==> src/rtl/alu_pkg.sv <==
// Shared ALU_32 control encodings and the sequential divider state encoding.
package alu_pkg;

  localparam logic [3:0] ALU_AND = 4'b0000;
  localparam logic [3:0] ALU_OR  = 4'b0001;
  localparam logic [3:0] ALU_ADD = 4'b0010;
  localparam logic [3:0] ALU_SUB = 4'b0110;
  localparam logic [3:0] ALU_SLT = 4'b0111;
  localparam logic [3:0] ALU_NOR = 4'b1100;
  localparam logic [3:0] ALU_EQ  = 4'b1111;

  typedef enum logic [1:0] {
    StIdle = 2'd0,
    StRun  = 2'd1,
    StDone = 2'd2
  } div_state_e;

endpackage

==> src/rtl/div_seq_32.sv <==
// Restoring shift-subtract 32-bit unsigned divider, one iteration per cycle,
// borrowing an external ALU_32 for the trial subtraction.
module div_seq_32
  import alu_pkg::*;
#(
  parameter int unsigned WIDTH = 32,
  parameter int unsigned ITER  = 32
) (
  input  logic             clk,
  input  logic             rst,
  input  logic             start,
  input  logic [WIDTH-1:0] dividend_in,
  input  logic [WIDTH-1:0] divisor_in,
  output logic             busy,
  output logic             done,
  output logic [WIDTH-1:0] quotient_out,
  output logic [WIDTH-1:0] remainder_out,
  output logic             div_by_zero,
  output logic [WIDTH-1:0] alu_A,
  output logic [WIDTH-1:0] alu_B,
  output logic [3:0]       alu_ctrl,
  input  logic [WIDTH-1:0] alu_result
);

  localparam int unsigned CntW = $clog2(ITER);

  div_state_e       state_q;
  logic [WIDTH-1:0] r_q, q_q, d_q;
  logic [WIDTH-1:0] r_d, q_d;
  logic [CntW-1:0]  cnt_q;
  logic [WIDTH:0]   s;
  logic             borrow;
  logic             ge;

  always_comb begin
    s = {r_q, q_q[WIDTH-1]};
    if (state_q == StRun) begin
      alu_A    = s[WIDTH-1:0];
      alu_B    = d_q;
      alu_ctrl = ALU_SUB;
    end else begin
      alu_A    = '0;
      alu_B    = '0;
      alu_ctrl = ALU_ADD;
    end
    // ALU carry is not an unsigned borrow, so derive it from the sign bits.
    borrow = (~alu_A[WIDTH-1] & alu_B[WIDTH-1]) |
             (~(alu_A[WIDTH-1] ^ alu_B[WIDTH-1]) & alu_result[WIDTH-1]);
    ge  = s[WIDTH] | ~borrow;
    r_d = ge ? alu_result : s[WIDTH-1:0];
    q_d = {q_q[WIDTH-2:0], ge};
  end

  always_ff @(posedge clk or posedge rst) begin
    if (rst) begin
      state_q       <= StIdle;
      busy          <= 1'b0;
      done          <= 1'b0;
      div_by_zero   <= 1'b0;
      quotient_out  <= '0;
      remainder_out <= '0;
      r_q           <= '0;
      q_q           <= '0;
      d_q           <= '0;
      cnt_q         <= '0;
    end else begin
      done <= 1'b0;
      case (state_q)
        StIdle: begin
          if (start) begin
            if (divisor_in == '0) begin
              quotient_out  <= '1;
              remainder_out <= dividend_in;
              div_by_zero   <= 1'b1;
              done          <= 1'b1;
              state_q       <= StDone;
            end else begin
              r_q     <= '0;
              q_q     <= dividend_in;
              d_q     <= divisor_in;
              cnt_q   <= '0;
              busy    <= 1'b1;
              state_q <= StRun;
            end
          end
        end
        StRun: begin
          r_q   <= r_d;
          q_q   <= q_d;
          cnt_q <= cnt_q + 1'b1;
          if (cnt_q == CntW'(ITER - 1)) begin
            quotient_out  <= q_d;
            remainder_out <= r_d;
            div_by_zero   <= 1'b0;
            busy          <= 1'b0;
            done          <= 1'b1;
            state_q       <= StDone;
          end
        end
        StDone:  state_q <= StIdle;
        default: state_q <= StIdle;
      endcase
    end
  end

endmodule

==> config.mk <==
export PLATFORM = sky130hd
export DESIGN_NAME = div_seq_32
export DESIGN_NICKNAME = d
export VERILOG_FILES = /design/src/rtl/alu_pkg.sv /design/src/rtl/div_seq_32.sv
export SDC_FILE = /design/constraint.sdc
export NUM_CORES = 1
export LEC_CHECK = 0
export ABC_AREA = 0
export BUFFER_PORTS_ARGS = -buffer_cell sky130_fd_sc_hd__buf_4
export CELL_PAD_IN_SITES_DETAIL_PLACEMENT = 1
export CELL_PAD_IN_SITES_GLOBAL_PLACEMENT = 2
export CORE_MARGIN = 5
export CORE_UTILIZATION = 33
export DETAILED_ROUTE_END_ITERATION = 8
export GPL_ROUTABILITY_DRIVEN = 0
export HOLD_SLACK_MARGIN = 0.02
export PLACE_DENSITY = 0.84
export SETUP_SLACK_MARGIN = 0.02
export SLEW_MARGIN = 20
export SYNTH_ARGS = -nofsm -noshare
export SYNTH_HDL_FRONTEND = slang
export SYNTH_SLANG_ARGS = --single-unit
==> constraint.sdc <==
create_clock -name clk -period 5.5 [get_ports clk]
set_clock_uncertainty 0.15 [all_clocks]
set_input_delay 0 -clock clk [delete_from_list [all_inputs] [get_ports clk]]
set_output_delay 0 -clock clk [all_outputs]
set_load 0.02 [all_outputs]
==> results of run 1 <==
sequential cells by signal, indices dropped and copies added (netlist names):
| name | count |
|---|---|
| remainder_out | 32 |
| done | 1 |
| d_q | 32 |
| state_q | 2 |
| div_by_zero | 1 |
| cnt_q | 5 |
| q_q | 32 |
| busy | 1 |
| r_q | 32 |
| quotient_out | 32 |
routing by layer:
metal  GRT usage (%)  vias up  routed length [um]
met5               0        -                   0
met2            31.0      159               12000
li1                -     2875                   -
met1            23.3     3159               10400
met3            5.93       18                1610
met4            3.81        0                 267
cell usage after synthesis:
| library cell | n | area [sq um] |
|---|---|---|
| nand2_1 | 4 | 15.0 |
| mux2i_1 | 33 | 330 |
| buf_6 | 2 | 22.5 |
| o21bai_4 | 1 | 18.8 |
| a22o_1 | 2 | 17.5 |
| o21ai_0 | 1 | 5.00 |
| a31oi_1 | 1 | 6.26 |
| and3_1 | 1 | 6.26 |
| buf_4 | 15 | 113 |
| a21o_1 | 32 | 240 |
| inv_1 | 4 | 15.0 |
| mux2_2 | 96 | 1080 |
| a21oi_1 | 5 | 25.0 |
| clkinv_1 | 1 | 3.75 |
| nor4_1 | 8 | 50.1 |
| o31a_1 | 1 | 8.76 |
| nand3_1 | 1 | 5.00 |
| nor2_1 | 36 | 135 |
| o21a_1 | 2 | 15.0 |
| conb_1 | 2 | 7.51 |
| a211oi_1 | 32 | 240 |
| nor2_2 | 1 | 6.26 |
| o2bb2ai_1 | 34 | 298 |
| ha_1 | 3 | 37.5 |
| buf_2 | 11 | 55.1 |
| dfrtp_1 | 170 | 4250 |
| clkbuf_1 | 23 | 86.3 |
| o22a_1 | 31 | 272 |
| inv_4 | 1 | 6.26 |
| nand2b_1 | 1 | 6.26 |
| nand4_1 | 2 | 12.5 |
| nor3_1 | 1 | 5.00 |
| and2_1 | 63 | 394 |
per-stage QoR:
step	hold WS, ns	setup slack [ns]	power [mW]	area [sq um]
2_1_floorplan	0.000448	0.747	4.34	7800
3_3_place_gp	-0.128	2.03	5.66	9750
3_5_place_dp	-0.128	1.91	5.72	9750
4_1_cts	0.187	1.91	7.02	11300
5_1_grt	0.212	1.66	7.40	11300
6_report	0.226	1.94	6.94	11300
worst max-delay path by stage:
stage,slack (ns),depth (start not counted),endpoint
after floorplan,0.75,1,busy$_DFFE_PP0P_
after global placement,2.03,10,remainder_out[24]$_DFFE_PP0P_
after detailed placement,1.91,10,remainder_out[15]$_DFFE_PP0P_
after CTS,1.91,10,remainder_out[15]$_DFFE_PP0P_
after global routing,1.66,10,remainder_out[15]$_DFFE_PP0P_
final,1.94,10,remainder_out[15]$_DFFE_PP0P_
worst max-delay path: cells and delay by family (launching register included):
family                   cells  cell delay (ns)
AO/OA/AOI/OAI                3             0.39
AND/OR/NAND/NOR              3             1.11
flip-flops                   1             0.42
buffers and inverters        2             0.77
multiplexers                 1             0.30
adder cells (fa/ha/maj)      1             0.31
cells by family (layout without fill, tap and decap cells):
family	Yosys count	count (layout)	share of synthesized area [%]
AO/OA/AOI/OAI	142	142	14.7
buffers and inverters	57	379	3.87
adder cells (fa/ha/maj)	3	3	0.482
flip-flops	170	170	54.6
multiplexers	129	129	18.1
AND/OR/NAND/NOR	118	118	8.16
other	2	4	0.0964
where the power goes:
part           total [mW]  switching [mW]  leakage, nW  internal (mW)
clock                1.21           0.543        0.287          0.665
sequential           2.29           0.409         2.05           1.88
combinational        3.45            1.80         2.88           1.65
total                6.94            2.75         5.22           4.20
cell type report:
type / instances / area [sq um] / area share (%)
inverters: 6 / 30.0 / 0.265
multi-input cells: 395 / 3250 / 28.7
well taps: 319 / 399 / 3.52
flip-flops and latches: 170 / 4260 / 37.5
diodes: 1 / 2.50 / 0.0220
repair buffers: 341 / 2820 / 24.8
clock buffers: 20 / 457 / 4.02
clock inverters: 12 / 133 / 1.17
==> metrics.txt, run 1 <==
GRT Total Usage 18.4%; routed via count 6211; CP startpoint kind flop; CTS Buf Count 17; initial antenna violation count 1; clk buf depth 2; root buf cell clkbuf_16; Cell Chain, Critical Path nand2b_2 -> inv_4 -> nand2_1 -> ha_1 -> a21oi_1 -> nor2_4 -> buf_4 -> mux2i_1 -> a211oi_1 -> a21o_1; Hold EP d_q[3]$_DFFE_PP0P_; routed vias/inst 4.91; setup TNS 0 ns; Row Count 56; GRT overflow 0; WP data required about 5.7 ns; Post-Syn Area per Cell 12.6 sq um; share of cells above drive strength 1 39.9%; fin cells 1264; Max stage delay on crit path 0.72 ns; WL per Instance ~19 um; port bufs 230; Period minus WS final about 3.6 ns; Warnings, synthesis 0; slowest CP cell nor2_4; R2R setup slack between 1.5 and 2 ns; ANT nets after route 0; Clock Sinks 170; largest net degree at the start of global routing 83; post-synthesis cell type count 33; global-route wire length before repair between 30 and 40 mm; Register-to-Register Path Depth 10; setup bufs post-CTS 0; die width 164 um; max_cap viols 0; Worst Hold Class in -> reg; First-pass DRT Iterations 4; Layout area overhead 45.6%; Mapped Area just under 0.008 sq mm; cts repair resizes 0; RSZ-0062 raised after global routing false; Die Ht around 160 um; Hold Path Depth 3; Hold Crit Start divisor_in[3]; die area 0.0268 sq mm; 1st-iter DRT viols 218; Hold Buf Count CTS 99; core area ~0.023 sq mm; placed insts 1131; Peak VDD IR 0.303 mV; Syn Inst Count 621; fin util 48.6%; Final period util 64.8%; final WL 24.3 mm; worst-margin pin slew just over 0.9 ns; Seq cells post-synth 170; IO Pins approximately 230; kind of critical path reg -> reg; critical path peak fanout between 50 and 60; Max-slew headroom 38.0%; Clock Latency Late Sink 0.42 ns; commonest cells after routing, fill and taps aside buf_4 (241), dfrtp_1 (169), dlygate4sd3_1 (99); capturing point of the worst reg2reg path remainder_out[15]$_DFFE_PP0P_; CTS tree done; worst reg2reg path startpoint state_q[1]$_DFFE_PP0P_; nets 1033; sequential share of the synthesized area 54.6%; Max Slew Vio Count 0; Clock transition at path regs 0.08 ns; CP Data Arrival Time between 3 and 4 ns; commonest non-fill, non-tap cell in the layout buf_4; critical path startpoint state_q[1]$_DFFE_PP0P_; Starting Density 33.4%; Final Hold Fails 0; vias in the first global route 6952; H-tree levels 4; Power Density between 600 and 700 mW/mm^2; DRC 0; CP Capture Type flop; status completed; f_max 0.281 GHz; Fillers between 2000 and 2500; leak pwr 5.22 nW; Post-DP HPWL 15.6 mm; Final Setup Violations 0
No activity file was read; power rests on OpenSTA's default activity.
==> run 2, diff against run 1 <==
--- a/config.mk
+++ b/config.mk
@@ -10,11 +10,11 @@
 export CELL_PAD_IN_SITES_DETAIL_PLACEMENT = 1
 export CELL_PAD_IN_SITES_GLOBAL_PLACEMENT = 2
 export CORE_MARGIN = 5
-export CORE_UTILIZATION = 33
+export CORE_UTILIZATION = 30
 export DETAILED_ROUTE_END_ITERATION = 8
 export GPL_ROUTABILITY_DRIVEN = 0
 export HOLD_SLACK_MARGIN = 0.02
-export PLACE_DENSITY = 0.84
+export PLACE_DENSITY = 0.81
 export SETUP_SLACK_MARGIN = 0.02
 export SLEW_MARGIN = 20
 export SYNTH_ARGS = -nofsm -noshare
==> constraint.sdc (replaced) <==
create_clock -name clk -period 3 [get_ports clk]
set_clock_uncertainty 0.15 [all_clocks]
set_input_delay 0 -clock clk [delete_from_list [all_inputs] [get_ports clk]]
set_output_delay 0 -clock clk [all_outputs]
set_load 0.02 [all_outputs]
==> run 2 against run 1 <==
Flip-flop and latch count unchanged. Worst hold slack worse by 0.029 ns. Core utilization down 4.4 points. First-iteration DRC count up 6.0%.
==> metrics.txt, run 2 (same netlist as run 1, synthesis figures left out) <==
DRC 0 (unchanged); CTS tree done; IO Pins 234 (unchanged); Clock Sinks 170 (unchanged); 1st-iter DRT viols 231 (+6.0%); Fillers 2755 (+11%); largest net degree at the start of global routing 117 (+41%); CTS Buf Count 17 (unchanged); max_cap viols 0 (unchanged); root buf cell clkbuf_16; Peak VDD IR 0.488 mV (+61%); worst-margin pin slew 0.791 ns (-0.138 ns); nets 1036 (+0.29%); worst reg2reg path startpoint state_q[1]$_DFFE_PP0P_; slowest CP cell dfrtp_1; H-tree levels 4 (unchanged); die area 0.0293 sq mm (+9.4%); f_max 0.405 GHz (+44%); final WL 24.5 mm (+0.89%); clk buf depth 2 (unchanged); WL per Instance 19.1 um (-0.60%); WP data required 3.16 ns (-2.51 ns); Row Count 59 (+5.4%); RSZ-0062 raised after global routing false; Max stage delay on crit path 0.41 ns (-0.31 ns); Max Slew Vio Count 0 (unchanged); Final period util 82.4% (+18 points); routed via count 6162 (-0.79%); vias in the first global route 6922 (-0.43%); Post-DP HPWL 15.8 mm (+0.76%); Final Setup Violations 0 (unchanged); die width 171 um (+4.6%); critical path startpoint state_q[1]$_DFFE_PP0P_; core area 0.0258 sq mm (+11%); global-route wire length before repair 39.3 mm (+0.23%); CP Capture Type flop; commonest cells after routing, fill and taps aside buf_4 (243), dfrtp_1 (169), dlygate4sd3_1 (98); port bufs 230 (unchanged); share of cells above drive strength 1 40.4% (+0.51 points); worst slack, placed 0.524 ns (-1.38 ns); Period minus WS final 2.47 ns (-1.09 ns); routed vias/inst 4.80 (-2.3%); CP startpoint kind flop; setup TNS 0 ns (unchanged); Final Hold Fails 0 (unchanged); Clock transition at path regs 0.07 ns (about the same); leak pwr 5.24 nW (+0.42%); First-pass DRT Iterations 4 (unchanged); ANT nets after route 0 (unchanged); CP Buf/Inv Count 2 (unchanged); initial antenna violation count 1 (unchanged); fin util 44.2% (-4.4 points); Power Density 1120 mW/mm^2 (+83%); Clock Latency Late Sink 0.42 ns (about the same); Layout area overhead 46.6%; commonest non-fill, non-tap cell in the layout buf_4; CP Data Arrival Time 2.64 ns (-1.09 ns); Max-slew headroom 47.3% (+9.3 points); Cell Chain, Critical Path nand2b_2 -> inv_4 -> and2_2 -> ha_1 -> a21oi_1 -> nor2_4 -> buf_12 -> mux2i_1 -> a211oi_1 -> a21o_1; critical path peak fanout 34 (-37%); GRT overflow 0 (unchanged); GRT Total Usage 16.9% (-1.5 points); Worst Hold Class in -> async; fin cells 1283 (+1.5%); kind of critical path reg -> reg; Die Ht 171 um (+4.6%); final setup margin 0.528 ns (-1.41 ns); status completed; cell family with most CP delay simple AND/OR/NAND/NOR gates; placed insts 1152 (+1.9%); Starting Density 30.2% (-3.2 points)
-- run 2: changes by cell type in the layout (fill, tap and decap cells not counted), sizes merged --
cell / before / now
buf: 242 / 246
clkinvlp: 1 / 2
dlygate4sd3: 99 / 98
clkinv: 6 / 5
-- run 2: stage by stage --
step	cell area (sq um)	hold slack, ns	total power, mW
after floorplan	7810	0.000448	7.98
after global placement	9840	0.0946	10.4
after detailed placement	9840	0.100	10.6
after CTS	11400	0.188	13.0
after global routing	11400	0.209	13.6
final	11400	0.197	12.8
-- run 2: what timing repair did --
| item | 4_1_cts | 5_1_grt |
|---|---|---|
| hold buffers | 98 | 0 |
| hold endpoints to repair | 299 | 0 |
| buffers inserted | 0 | 0 |
| gates resized for setup | 0 | 0 |
-- run 2: final timing paths --
path / slack [ns] / cells after the start / to
worst max-delay path: 0.53 / 10 / remainder_out[2]$_DFFE_PP0P_
worst min-delay path: 0.20 / 4 / d_q[23]$_DFFE_PP0P_
worst max register to register: 0.53 / 10 / remainder_out[2]$_DFFE_PP0P_
worst min register to register: 0.33 / 1 / remainder_out[30]$_DFFE_PP0P_
max in group asynchronous: 1.92 / 4 / q_q[20]$_DFFE_PP0P_
min in group clk: 0.22 / 3 / d_q[15]$_DFFE_PP0P_
-- run 2: worst min-delay path: stages --
cell	delay, ns
dlygate4sd3_1	0.55
buf_4	0.15
clkinvlp_4	0.08
buf_12	0.45
-- run 2: layout make-up --
class / count / area (sq um) / share of cell area [%]
antenna: 1 / 2.50 / 0.0219
clock buffer: 20 / 467 / 4.09
clock inverter: 12 / 130 / 1.14
inverter: 6 / 28.8 / 0.252
multi-input combinational: 395 / 3250 / 28.5
sequential: 170 / 4260 / 37.3
tap: 335 / 419 / 3.67
timing repair buffer: 344 / 2870 / 25.1
-- run 2: power by group --
group          switching, mW  internal (mW)  total [mW]  leakage (nW)
registers              0.744           3.45        4.19          2.05
logic                   3.30           3.06        6.35          2.90
clock network           1.02           1.24        2.26         0.292
-- run 2: routing by layer --
layer / vias up / GRT usage, % / part of all wire [%]
li1: 2878 / - / -
met1: 3119 / 21.9 / 44
met2: 142 / 29.1 / 50
met3: 23 / 3.36 / 4.2
met4: 0 / 4.41 / 1.7
met5: - / 0 / 0
==> run 3, diff against run 2 <==
--- a/config.mk
+++ b/config.mk
@@ -5,16 +5,16 @@
 export SDC_FILE = /design/constraint.sdc
 export NUM_CORES = 1
 export LEC_CHECK = 0
-export ABC_AREA = 0
+export ABC_AREA = 1
 export BUFFER_PORTS_ARGS = -buffer_cell sky130_fd_sc_hd__buf_4
 export CELL_PAD_IN_SITES_DETAIL_PLACEMENT = 1
 export CELL_PAD_IN_SITES_GLOBAL_PLACEMENT = 2
 export CORE_MARGIN = 5
-export CORE_UTILIZATION = 30
+export CORE_UTILIZATION = 29
 export DETAILED_ROUTE_END_ITERATION = 8
 export GPL_ROUTABILITY_DRIVEN = 0
 export HOLD_SLACK_MARGIN = 0.02
-export PLACE_DENSITY = 0.81
+export PLACE_DENSITY = 0.85
 export SETUP_SLACK_MARGIN = 0.02
 export SLEW_MARGIN = 20
 export SYNTH_ARGS = -nofsm -noshare
==> constraint.sdc (replaced) <==
create_clock -name clk -period 2.3 [get_ports clk]
set_clock_uncertainty 0.15 [all_clocks]
set_input_delay 0 -clock clk [delete_from_list [all_inputs] [get_ports clk]]
set_output_delay 0 -clock clk [all_outputs]
set_load 0.02 [all_outputs]
==> run 3 against run 2 <==
Cell area grew 9.5%. Fmax is 13% higher. Flip-flop and latch count is the same. Register-to-register slack got worse by 0.42 ns. Critical path type unchanged. Critical endpoint is now remainder_out[5]$_DFFE_PP0P_. Largest cell class unchanged. Highest routed layer unchanged.
==> metrics.txt, run 3 <==
status completed; 1st-iter DRT viols 453 (+96%); nets 1538 (+48%); Period minus WS final 2.20 ns (-0.276 ns); vias in the first global route 9432 (+36%); Post-synth top cells nand2_1 (385), nand3_1 (194), dfrtp_1 (170); commonest cells after routing, fill and taps aside nand2_1 (382), buf_4 (245), nand3_1 (184); Power, Total 20.5 mW (+60%); Final Setup Violations 0 (unchanged); Row Count 63 (+6.8%); die area 0.0331 sq mm (+13%); CTS tree done; root buf cell clkbuf_16; IO Pins 234 (unchanged); global-route wire length before repair 52.9 mm (+35%); Mapped Area 0.00856 sq mm (+9.8%); CP Data Arrival Time 2.40 ns (-0.24 ns); Final Hold Fails 0 (unchanged); Max stage delay on crit path 0.43 ns (+0.02 ns); clk buf depth 2 (unchanged); f_max 0.455 GHz (+13%); Die Ht 182 um (+6.2%); CTS Buf Count 17 (unchanged); Post-Syn Area per Cell 7.50 sq um (-40%); GRT Total Usage 19.8% (+2.8 points); Post-synth ARST share 100% (unchanged); CP Capture Type flop; largest net degree at the start of global routing 78 (-33%); max_cap viols 0 (unchanged); top cell type's share of synthesized area 49.7% (-4.9 points); critical path peak fanout 15 (-56%); DP Area 0.0108 sq mm (+9.6%); worst-margin pin slew 0.802 ns (+0.0112 ns); setup TNS 0 ns (unchanged); commonest non-fill, non-tap cell in the layout nand2_1; DRC 0 (unchanged); R2R setup slack 0.10 ns (-0.42 ns); initial antenna violation count 1 (unchanged); Fillers 3542 (+29%); leak pwr 6.63 nW (+27%); core area 0.0294 sq mm (+14%); GRT overflow 0 (unchanged); Seq cells post-synth 170 (unchanged); Post-synth top flop dfrtp_1; routed vias/inst 4.82 (+0.36%); Max-slew headroom 46.4% (-0.86 points); WP data required 2.51 ns (-0.65 ns); final WL 33.7 mm (+38%); Peak VDD IR 0.838 mV (+72%); routed via count 8859 (+44%); capturing point of the worst reg2reg path remainder_out[5]$_DFFE_PP0P_; Syn Inst Count 1141 (+84%); die width 182 um (+6.2%); post-synthesis cell type count 25 (-24%); Clock Latency Late Sink 0.42 ns (about the same); RSZ-0062 raised after global routing true; hold slack 0.138 ns (-0.0592 ns); worst reg2reg path startpoint state_q[1]$_DFFE_PP0P_; count of flip-flops with a built-in enable after synthesis 0 (unchanged); kind of critical path reg -> reg; multi-input logic area 0.00360 sq mm (+11%); Final period util 95.5% (+13 points); final setup margin 0.104 ns (-0.424 ns); share of cells above drive strength 1 22.1% (-18 points); Warnings, synthesis 0 (unchanged); Worst Hold Class in -> async; Cell Chain, Critical Path nor2_4 -> nand2_1 -> ha_1 -> a21o_4 -> buf_8 -> nand4_1 -> nand3_1 -> nand3_1 -> nand2_1; Clock transition at path regs 0.07 ns (about the same); largest area contributor in the netlist dfrtp_1; CP startpoint kind flop; Post-DP HPWL 21.9 mm (+39%); WL per Instance 18.4 um (-3.8%); ANT nets after route 0 (unchanged); fin area 0.0125 sq mm (+9.5%); Clock Sinks 170 (unchanged); sequential share of the synthesized area 49.7% (-4.9 points); port bufs 230 (unchanged); First-pass DRT Iterations 4 (unchanged); count leader, synth nand2_1; Max Slew Vio Count 0 (unchanged); Starting Density 29.1% (-1.1 points); Register-to-Register Path Depth 9 (-1); sequential cell area 0.00426 sq mm (unchanged); H-tree levels 4 (unchanged); Power Density 1640 mW/mm^2 (+47%); Layout area overhead 46.1%; worst slack, placed 0.0462 ns (-0.477 ns); top cells by area, synth dfrtp_1 (50%), nand2_1 (17%), nand3_1 (11%); slowest CP cell dfrtp_2
[run 3: final cells by class]
class | count | share of cell area, %
multi-input combinational | 784 | 28.8
sequential | 170 | 34.0
clock inverter | 11 | 1.56
timing repair buffer | 360 | 25.0
tap | 390 | 3.90
clock buffer | 19 | 3.54
inverter | 103 | 3.17
antenna | 1 | 0.0200
[run 3: worst max-delay path, delay by kind of cell (launching register included)]
kind                       cells  cell delay (ns)
and+or+nand+nor                6             0.78
DFF                            1             0.43
adders and majority gates      1             0.32
AOI/OAI and AO/OA              1             0.26
buffers and inverters          1             0.20
[run 3: how the worst max path moves through the flow]
stage | slack (ns) | from | endpoint | depth (start not counted)
after detailed placement | 0.05 | state_q[1]$_DFFE_PP0P_ | remainder_out[22]$_DFFE_PP0P_ | 10
after floorplan | -0.10 | state_q[1]$_DFFE_PP0P_ | remainder_out[18]$_DFFE_PP0P_ | 15
final | 0.10 | state_q[1]$_DFFE_PP0P_ | remainder_out[5]$_DFFE_PP0P_ | 9
after CTS | 0.02 | state_q[1]$_DFFE_PP0P_ | remainder_out[5]$_DFFE_PP0P_ | 10
after global placement | 0.12 | cnt_q[0]$_DFFE_PP0P_ | quotient_out[13]$_DFFE_PP0P_ | 9
after global routing | -0.002 | state_q[1]$_DFFE_PP0P_ | remainder_out[20]$_DFFE_PP0P_ | 10
[run 3: routing by layer]
layer | up-vias | share of wire, % | routed length, um | global-route usage, %
met3 | 55 | 4.1 | 1380 | 3.04
li1 | 4229 | - | - | -
met1 | 4352 | 44 | 14800 | 25.6
met5 | - | 0 | 0 | 0
met2 | 223 | 49 | 16500 | 33.4
met4 | 0 | 3.0 | 1020 | 7.33
[run 3: cells by family after synthesis]
group	after synthesis	share of synthesized area (%)
buffers and inverters	190	10.1
and+or+nand+nor	737	37.2
AOI/OAI and AO/OA	39	2.47
adders and majority gates	3	0.439
other	2	0.0877
DFF	170	49.7
[run 3: repair_timing]
action                     4_1_cts  5_1_grt
setup buffers                    0        2
hold buffers                    98        0
cloned                           0        2
setup endpoints to repair       26       32
pin swaps                        0        2
gates resized for setup          4        9
hold endpoints to repair       150        0
[run 3: metrics by stage]
stage          std cells  util [%]
6_report            1838      42.5
3_5_place_dp        1705      36.7
5_1_grt             1838      42.5
4_1_cts             1833      42.2
2_1_floorplan       1142         -
3_3_place_gp        1705      36.7
[run 3: where the power goes]
group,total (mW),leakage [nW],switching (mW),internal [mW]
Combinational,11.9,4.21,7.62,4.30
Clock,3.21,0.313,1.26,1.95
Sequential,5.41,2.11,0.940,4.47
Total,20.5,6.63,9.81,10.7
